==> config.mk <==
export PLATFORM = sky130hd
export DESIGN_NAME = fc_neuron_mac
export DESIGN_NICKNAME = d
export VERILOG_FILES = /design/src/rtl/fc_neuron_mac.sv
export SDC_FILE = /design/constraint.sdc
export NUM_CORES = 2
export LEC_CHECK = 0
export BUFFER_PORTS_ARGS = -buffer_cell sky130_fd_sc_hd__buf_2
export CAP_MARGIN = 25
export CORE_UTILIZATION = 55
export CTS_BUF_LIST = sky130_fd_sc_hd__clkbuf_8
export CTS_CLUSTER_SIZE = 24
export DETAILED_ROUTE_END_ITERATION = 10
export PLACE_DENSITY_LB_ADDON = 0.05
export SYNTH_ARGS = -nofsm -noshare
export SYNTH_HDL_FRONTEND = slang
export SYNTH_SLANG_ARGS = --single-unit
==> constraint.sdc <==
create_clock -name clk -period 8.9 [get_ports clk]
set_clock_uncertainty 0.05 [all_clocks]
set_input_delay 1.78 -clock clk [delete_from_list [all_inputs] [get_ports clk]]
set_output_delay 1.78 -clock clk [all_outputs]
set_load 0.1 [all_outputs]
==> src/rtl/fc_neuron_mac.sv <==
// Time-multiplexed fully-connected neuron: streamed MAC over N_IN beats,
// bias add, fixed-point rescale, optional ReLU and saturated output.
module fc_neuron_mac #(
  parameter int N_IN      = 30,
  parameter int DATA_W    = 32,
  parameter int W_W       = 16,
  parameter int ACC_W     = 56,
  parameter int FRAC_BITS = 13,
  parameter int OUT_W     = 16,
  parameter bit RELU      = 1'b1,
  parameter int AW        = $clog2(N_IN+1)
) (
  input  logic              clk,
  input  logic              reset,
  input  logic              flush,
  input  logic              in_valid,
  output logic              in_ready,
  input  logic [DATA_W-1:0] in_data,
  input  logic              w_wr,
  input  logic [AW-1:0]     w_addr,
  input  logic [W_W-1:0]    w_data,
  output logic              w_drop,
  output logic              out_valid,
  input  logic              out_ready,
  output logic [OUT_W-1:0]  out_data
);

  localparam int PW = DATA_W + W_W;

  localparam logic signed [ACC_W-1:0] MAXV =
    (ACC_W'(1) <<< (OUT_W-1)) - ACC_W'(1);
  localparam logic signed [ACC_W-1:0] MINV =
    -MAXV - ACC_W'(1);

  typedef enum logic [1:0] {
    S_ACCUM,
    S_FINAL,
    S_OUT
  } state_t;

  state_t                   state_q, state_d;
  logic [AW-1:0]            count_q, count_d;
  logic signed [ACC_W-1:0]  acc_q, acc_d;
  logic                     out_valid_q, out_valid_d;
  logic [OUT_W-1:0]         out_data_q, out_data_d;
  logic                     w_drop_q, w_drop_d;

  // entries 0..N_IN-1 hold weights, entry N_IN holds the bias
  logic signed [W_W-1:0]    wmem_q [N_IN+1];

  logic                     beat;
  logic                     wr_ok;
  logic signed [W_W-1:0]    w_cur;
  logic signed [PW-1:0]     prod;
  logic signed [ACC_W-1:0]  sum;
  logic signed [ACC_W-1:0]  shr;
  logic [OUT_W-1:0]         res;

  // datapath: product, bias add, rescale and output clamp
  always_comb begin
    w_cur = wmem_q[count_q];
    prod  = $signed(in_data) * w_cur;
    sum   = acc_q + ACC_W'(wmem_q[N_IN]);
    shr   = sum >>> FRAC_BITS;
    res   = shr[OUT_W-1:0];
    if (shr > MAXV)
      res = MAXV[OUT_W-1:0];
    else if (shr < MINV)
      res = MINV[OUT_W-1:0];
    if (RELU && shr < 0)
      res = '0;
  end

  // handshake, write qualification and next-state logic
  always_comb begin
    in_ready = (state_q == S_ACCUM) & ~reset & ~flush;
    beat     = in_valid & in_ready;
    wr_ok    = w_wr & ~reset & ~flush
             & (state_q == S_ACCUM)
             & (count_q == '0)
             & (w_addr <= AW'(N_IN));
    w_drop_d = w_wr & ~wr_ok;

    state_d     = state_q;
    count_d     = count_q;
    acc_d       = acc_q;
    out_valid_d = out_valid_q;
    out_data_d  = out_data_q;

    unique case (state_q)
      S_ACCUM: begin
        if (beat) begin
          acc_d = acc_q + ACC_W'(prod);
          if (count_q == AW'(N_IN-1)) begin
            count_d = '0;
            state_d = S_FINAL;
          end else begin
            count_d = count_q + AW'(1);
          end
        end
      end
      S_FINAL: begin
        out_data_d  = res;
        out_valid_d = 1'b1;
        state_d     = S_OUT;
      end
      S_OUT: begin
        if (out_ready) begin
          out_valid_d = 1'b0;
          acc_d       = '0;
          state_d     = S_ACCUM;
        end
      end
      default: state_d = S_ACCUM;
    endcase

    if (flush) begin
      state_d     = S_ACCUM;
      count_d     = '0;
      acc_d       = '0;
      out_valid_d = 1'b0;
      out_data_d  = out_data_q;
    end
  end

  // control and result registers
  always_ff @(posedge clk) begin
    if (reset) begin
      state_q     <= S_ACCUM;
      count_q     <= '0;
      acc_q       <= '0;
      out_valid_q <= 1'b0;
      out_data_q  <= '0;
      w_drop_q    <= 1'b0;
    end else begin
      state_q     <= state_d;
      count_q     <= count_d;
      acc_q       <= acc_d;
      out_valid_q <= out_valid_d;
      out_data_q  <= out_data_d;
      w_drop_q    <= w_drop_d;
    end
  end

  // weight/bias storage survives reset
  always_ff @(posedge clk) begin
    if (wr_ok)
      wmem_q[w_addr] <= w_data;
  end

  assign w_drop    = w_drop_q;
  assign out_valid = out_valid_q;
  assign out_data  = out_data_q;

endmodule

* Word level (Yosys, flattened, before mapping) *
Memory sizes are Yosys's and may differ from the RTL's. A register that Yosys moved wholly into a read port is not among the register bits.
Cells that the tools add are included.

word-level totals
  register bits after elaboration = 81
  memory bits (writable) = 496
  input port bits = 59
  output and inout bits = 19
  logic and storage cells = 60
  memories = 1

memories
  name    depth  bits a word  read ports  clocked after Yosys merged registers in  wr ports  line  text
  wmem_q  31     16           2           1                                        1         49    logic signed [W_W-1:0] wmem_q [N_IN+1];

operators by class
  add/sub/neg operators = 3
  multipliers = 1
  magnitude comparators = 4
  equality and inequality tests = 6
  multiplexer cells = 17
  bitwise operators = 12
  reductions and logical operators = 10

operators by type and width
  cell                  count
  $mux 56               2
  $pmux 56 s2           1
  $add 56x16->56        1
  $add 56x48->56        1
  $mul 32x16->48        1
  $mux 16               3
  $gt 43x16->1 const B  1
  $lt 43x1->1 const B   1
  $lt 43x16->1 const B  1
  $mux 5                3
  $and 1x1->1           9
  $mux 2                3
  $pmux 2 s3            1
  $reduce_and 2->1      3
  $reduce_and 3->1      2
  $add 5x1->5 const B   1
  $eq 5x5->1 const B    1
  $le 5x5->1 const B    1
  $logic_not 5->1       1
  $ne 2x2->1 const B    2
  $reduce_bool 2->1     2
  $mux 1                3
  $not 1->1             3
  $eq 2x1->1 const B    1
  5 further kinds       5

* Logic depth before layout (Yosys ltp) *
  depth in word-level cells = 8
  gate-level depth with buffers = 34
  mapped depth without buffers = 29

* Worst setup path before layout *
OpenSTA, ideal clock, no wires.

  path kind = reg2reg
  start = register with a tool-made name
  end = register acc_q[52]
  library setup time = 0.127 ns
  arrival = 8.818 ns
  data required time = 8.723 ns
  setup slack = -0.095 ns
  stages on the path, launching flop included = 32
  buffers on the path = 4
  clock period less this slack = 8.995 ns
  path through = dfxtp_1 -> buf_2 -> buf_2 -> buf_1 -> mux4_2 -> mux4_2 -> mux2i_1 -> clkbuf_1 -> nand2b_1 -> fa_1 -> inv_1 -> fa_1 -> inv_1 -> fa_1 -> inv_1 -> fa_1 -> fa_1 -> inv_1 -> fa_1 -> inv_1 -> ha_1 -> a21o_1 -> a21o_1 -> a21o_1 -> a21o_1 -> a21o_1 -> a21o_1 -> a21oi_1 -> o21ai_1 -> a311oi_1 -> nor4b_1 -> or3_1

RTL lines
  element               line  text
  to (signal assigned)  131   acc_q <= '0;
  to (signal assigned)  138   acc_q <= acc_d;
  to (decl)             43    logic signed [ACC_W-1:0] acc_q, acc_d;

==> results.tsv <==
stage	metric	value	unit
cts	tritoncts	built	
synth	post_synth_edffs	496	
die	design.core.area	0.08237	sq mm
cts	numClockSinks	582	
synth	postSynthNetCount	4711	
power	power.clock.fraction	11.0	%
setup_path	crit_path_slowest_cell	sky130_fd_sc_hd__fa_1	
cts	ctsLongestPathBuffers	3	
global_routing	grt_util_all_layers	28.81	%
setup_path	worst-setup-path-type	flop to flop	
finish	layout.filler_cells	6526	
route	routed_via_density	5.794	
die	pin_count	78	
die	fp-row-count	105	
sta	achievable_frequency	114.8	MHz
global_routing	grt_max_degree	45	
route	router_iterations_before_antenna_repair	6	
power	internal_power	0.01012	W
synth	total_standard_cell_area_after_synthesis	0.04601	sq mm
cts	clock_tree.root_cell	sky130_fd_sc_hd__clkbuf_8	
status	status	finished clean	
cts	tritoncts.num_buffers	87	
sta	slew_viol_final	0	
setup_path	critical_path.max_fanout	14	
sta	share_of_the_cycle_needed_by_the_critical_path_after_routing	97.91	%
placed_design	gp_congestion	0.9122	
route	route.detailed.drc	0	
route	detail_route.iter0.violations	2436	
synth	most_used_dff_post_synth	sky130_fd_sc_hd__edfxtp_1	
synth	synth.lib_cells_used.distinct	82	
setup_path	worst_ep_required_time	9420	ps
synth	proportion_of_synthesized_flip_flops_having_asynchronous_set_or_reset	0	%
synth	synth_compound_area_share	6.266	%
hold_path	hp-class	flop to flop	
power	combPwrFrac	72.9	%
setup_path	r2r-end	acc_q[49]	
synth	ys_ff_latch	582	
global_routing	first_pass_grt_wire_length	186400	um
synth	post_synth_inst_count	3878	
cts	clk-insertion-delay-late	710	ps
sta	hold_violations	0	
setup_path	rr_worst_depth	31	
hold_path	min_delay_worst_endpoint	out_data[4]	
flow_run	max_cap_viol_count	0	
setup_path	critPathLaunchType	flop	
cts	ctsHtreeMaxLevel	3	
setup_path	worst-r2r-setup-slack	190	ps
placed_design	post_dp_cell_area	0.04836	sq mm
power	peakVddDrop	0.3763	mV
route	detailroute.wirelength.met2	59720	um
sta	worstMarginPinSlew	1057	ps
sta	final-setup-viol-count	0	
synth	post_synth.cell_area_avg	11.86	sq um
sta	post-route-min-period	8714	ps
finish	area_growth	10.68	%
power	p_sw	0.009365	W
synth	synth_simple_gate_area_share	10.78	%
synth	synth_seq_area_share	36.12	%
finish	post_route_cells_drive_above_1_share	14.66	%
finish	final_cell_area	0.05092	sq mm
synth	synth.area.top_cells	sky130_fd_sc_hd__edfxtp_1 32%, sky130_fd_sc_hd__fa_1 25%, sky130_fd_sc_hd__mux4_2 7.0%	
cts	ctsHoldBuffers	0	
placed_design	port_buffers	77	
setup_path	crit_arrival	9230	ps
sta	remaining_max_slew_budget_at_the_tightest_pin	28.57	%
setup_path	critPathMaxStageDelay	530	ps
synth	post-synth-top-area-fraction	32.37	%
route	avgRoutedWirePerCell	23.60	um
power	p_sw_share	48.06	%
synth	yosysWarningCount	0	
hold_path	hold_start	out_data[4]	
power	power_leakage	21.66	nW
die	dieArea	0.08481	sq mm
route	wl_met1	51890	um
synth	dominant_combinational_cell_family_by_area_after_synthesis	adder cells	
synth	synth.mux.area_fraction	8.101	%
synth	synth_xor_xnor_area_share	1.599	%
route	ant_nets	0	
route	dr_total_vias	30180	
route	route.top_layer_used	met5	
synth	synth_top_area_cell	sky130_fd_sc_hd__edfxtp_1	
route	route.met3.wl	8021	um
finish	final_net_count	4896	
sta	unrepaired_setup_endpoints_after_global_routing	yes	
setup_path	crit_path_frequent_cell	sky130_fd_sc_hd__fa_1	
global_routing	vias_in_the_first_global_route	32080	
synth	synthAdderAreaFrac	30.35	%
die	initial_core_util	55.85	%
power	power_density	382.7	mW/mm^2
power	power_frac_seq	16.1	%
hold_path	hold_path_depth	2	
global_routing	congestion_overflow_gr	0	
setup_path	worstSetupEndpointType	flop	
die	die_h	291.2	um
placed_design	detailedPlacementHpwl	91650	um
die	fp.dieW	291.2	um
power	p_total	0.01949	W
global_routing	grt_antenna_before_repair	5	
route	wirelength	122900	um
cts	path_clk_slew	70	ps
## synth_stat cells (all sizes together), types with 77 or more instances
| cell type | n |
|---|---|
| dfxtp | 86 |
| fa | 570 |
| edfxtp | 496 |
| nand2 | 354 |
| a21oi | 114 |
| nor2 | 160 |
| o21ai | 104 |
| mux4 | 144 |
| inv | 652 |
| nor2b | 191 |
| ha | 204 |
| and2 | 77 |
| clkbuf | 135 |
## area by class of cell
class                      count  area, sq um  area share, %
timing repair buffer         262         2191          4.303
tap                         1070         1339          2.629
antenna                        3        7.507        0.01474
inverter                     652         2447          4.806
clock buffer                  98         1349          2.649
clock inverter                63        370.4         0.7273
multi-input combinational   2478        26590          52.22
sequential                   582        16630          32.65
## registers in the layout, indices dropped and copies added, names as in the netlist, named ones only
| signal | count |
|---|---|
| w_drop | 1 |
| state_q | 2 |
| count_q | 5 |
| acc_q | 56 |
| out_data | 16 |
| wmem_q | 496 |
| out_valid | 1 |
## repair_timing
action | in CTS | in global routing
gates cloned | 0 | 10
setup buffers | 0 | 46
resized for setup | 1 | 41
pin swaps | 0 | 4
endpoints found under the setup margin | 7 | 15
## worst max path at each step
stage / endpoint / slack, ps / depth (start not counted)
6_report: acc_q[49] / 190 / 31
5_1_grt: acc_q[52] / -80 / 29
4_1_cts: acc_q[49] / 10 / 28
3_5_place_dp: acc_q[49] / -120 / 28
3_3_place_gp: acc_q[55] / -20 / 27
2_1_floorplan: acc_q[52] / 30 / 31
## power groups by stage
stage | clock [W] | sequential (W) | combinational [W]
finish | 0.00215 | 0.00313 | 0.0142
global route | 0.00231 | 0.00313 | 0.0159
CTS | 0.00219 | 0.00313 | 0.0137
detailed placement | 0 | 0.00319 | 0.0134
global placement | 0 | 0.00319 | 0.0134
floorplan | 0 | 0.00313 | 0.00993
## layout by cell type (no fill, tap or decap), types with 81 or more instances in the layout
master                       n
sky130_fd_sc_hd__inv_1     678
sky130_fd_sc_hd__nor2_1    158
sky130_fd_sc_hd__edfxtp_1  496
sky130_fd_sc_hd__fa_1      569
sky130_fd_sc_hd__clkbuf_8   98
sky130_fd_sc_hd__dfxtp_1    81
sky130_fd_sc_hd__buf_4     153
sky130_fd_sc_hd__nand2_1   352
sky130_fd_sc_hd__ha_1      204
sky130_fd_sc_hd__nor2b_1   190
sky130_fd_sc_hd__mux4_2    144
sky130_fd_sc_hd__a21oi_1   110
## logic make-up after synthesis
logic type | Yosys count
flip-flops | 582
adder cells (fa/ha/maj) | 774
XOR/XNOR | 84
multiplexers | 191
buffers and inverters | 823
AO/OA/AOI/OAI | 440
AND/OR/NAND/NOR | 984
## routing by layer
layer / track usage, % / up-vias
met4: 8.156 / 4
met5: 0 / -
met1: 39.51 / 15550
met2: 48.15 / 1041
li1: - / 13380
met3: 4.085 / 197
## through the flow
step                hold slack [ps]  instances  util (%)  TNS (ps)  setup slack, ps
floorplan                     383.9       3878         -         0            34.93
global placement              387.2       4985     58.69    -24.90           -18.93
detailed placement            391.4       4986     58.70    -302.1           -118.4
CTS                           403.8       5147     60.80         0            13.31
global route                  423.8       5206     61.81    -185.4           -76.01
finish                        399.5       5208     61.82         0            186.1
## critical path, delay by kind of cell (launching register included)
kind	cells	cell delay [ps]
adders and majority gates	7	3330
DFF	1	370
muxes	4	1550
buffers and inverters	9	960
AOI/OAI and AO/OA	9	1960
and+or+nand+nor	2	350
Note: power is estimated with default switching activity, not from simulation.
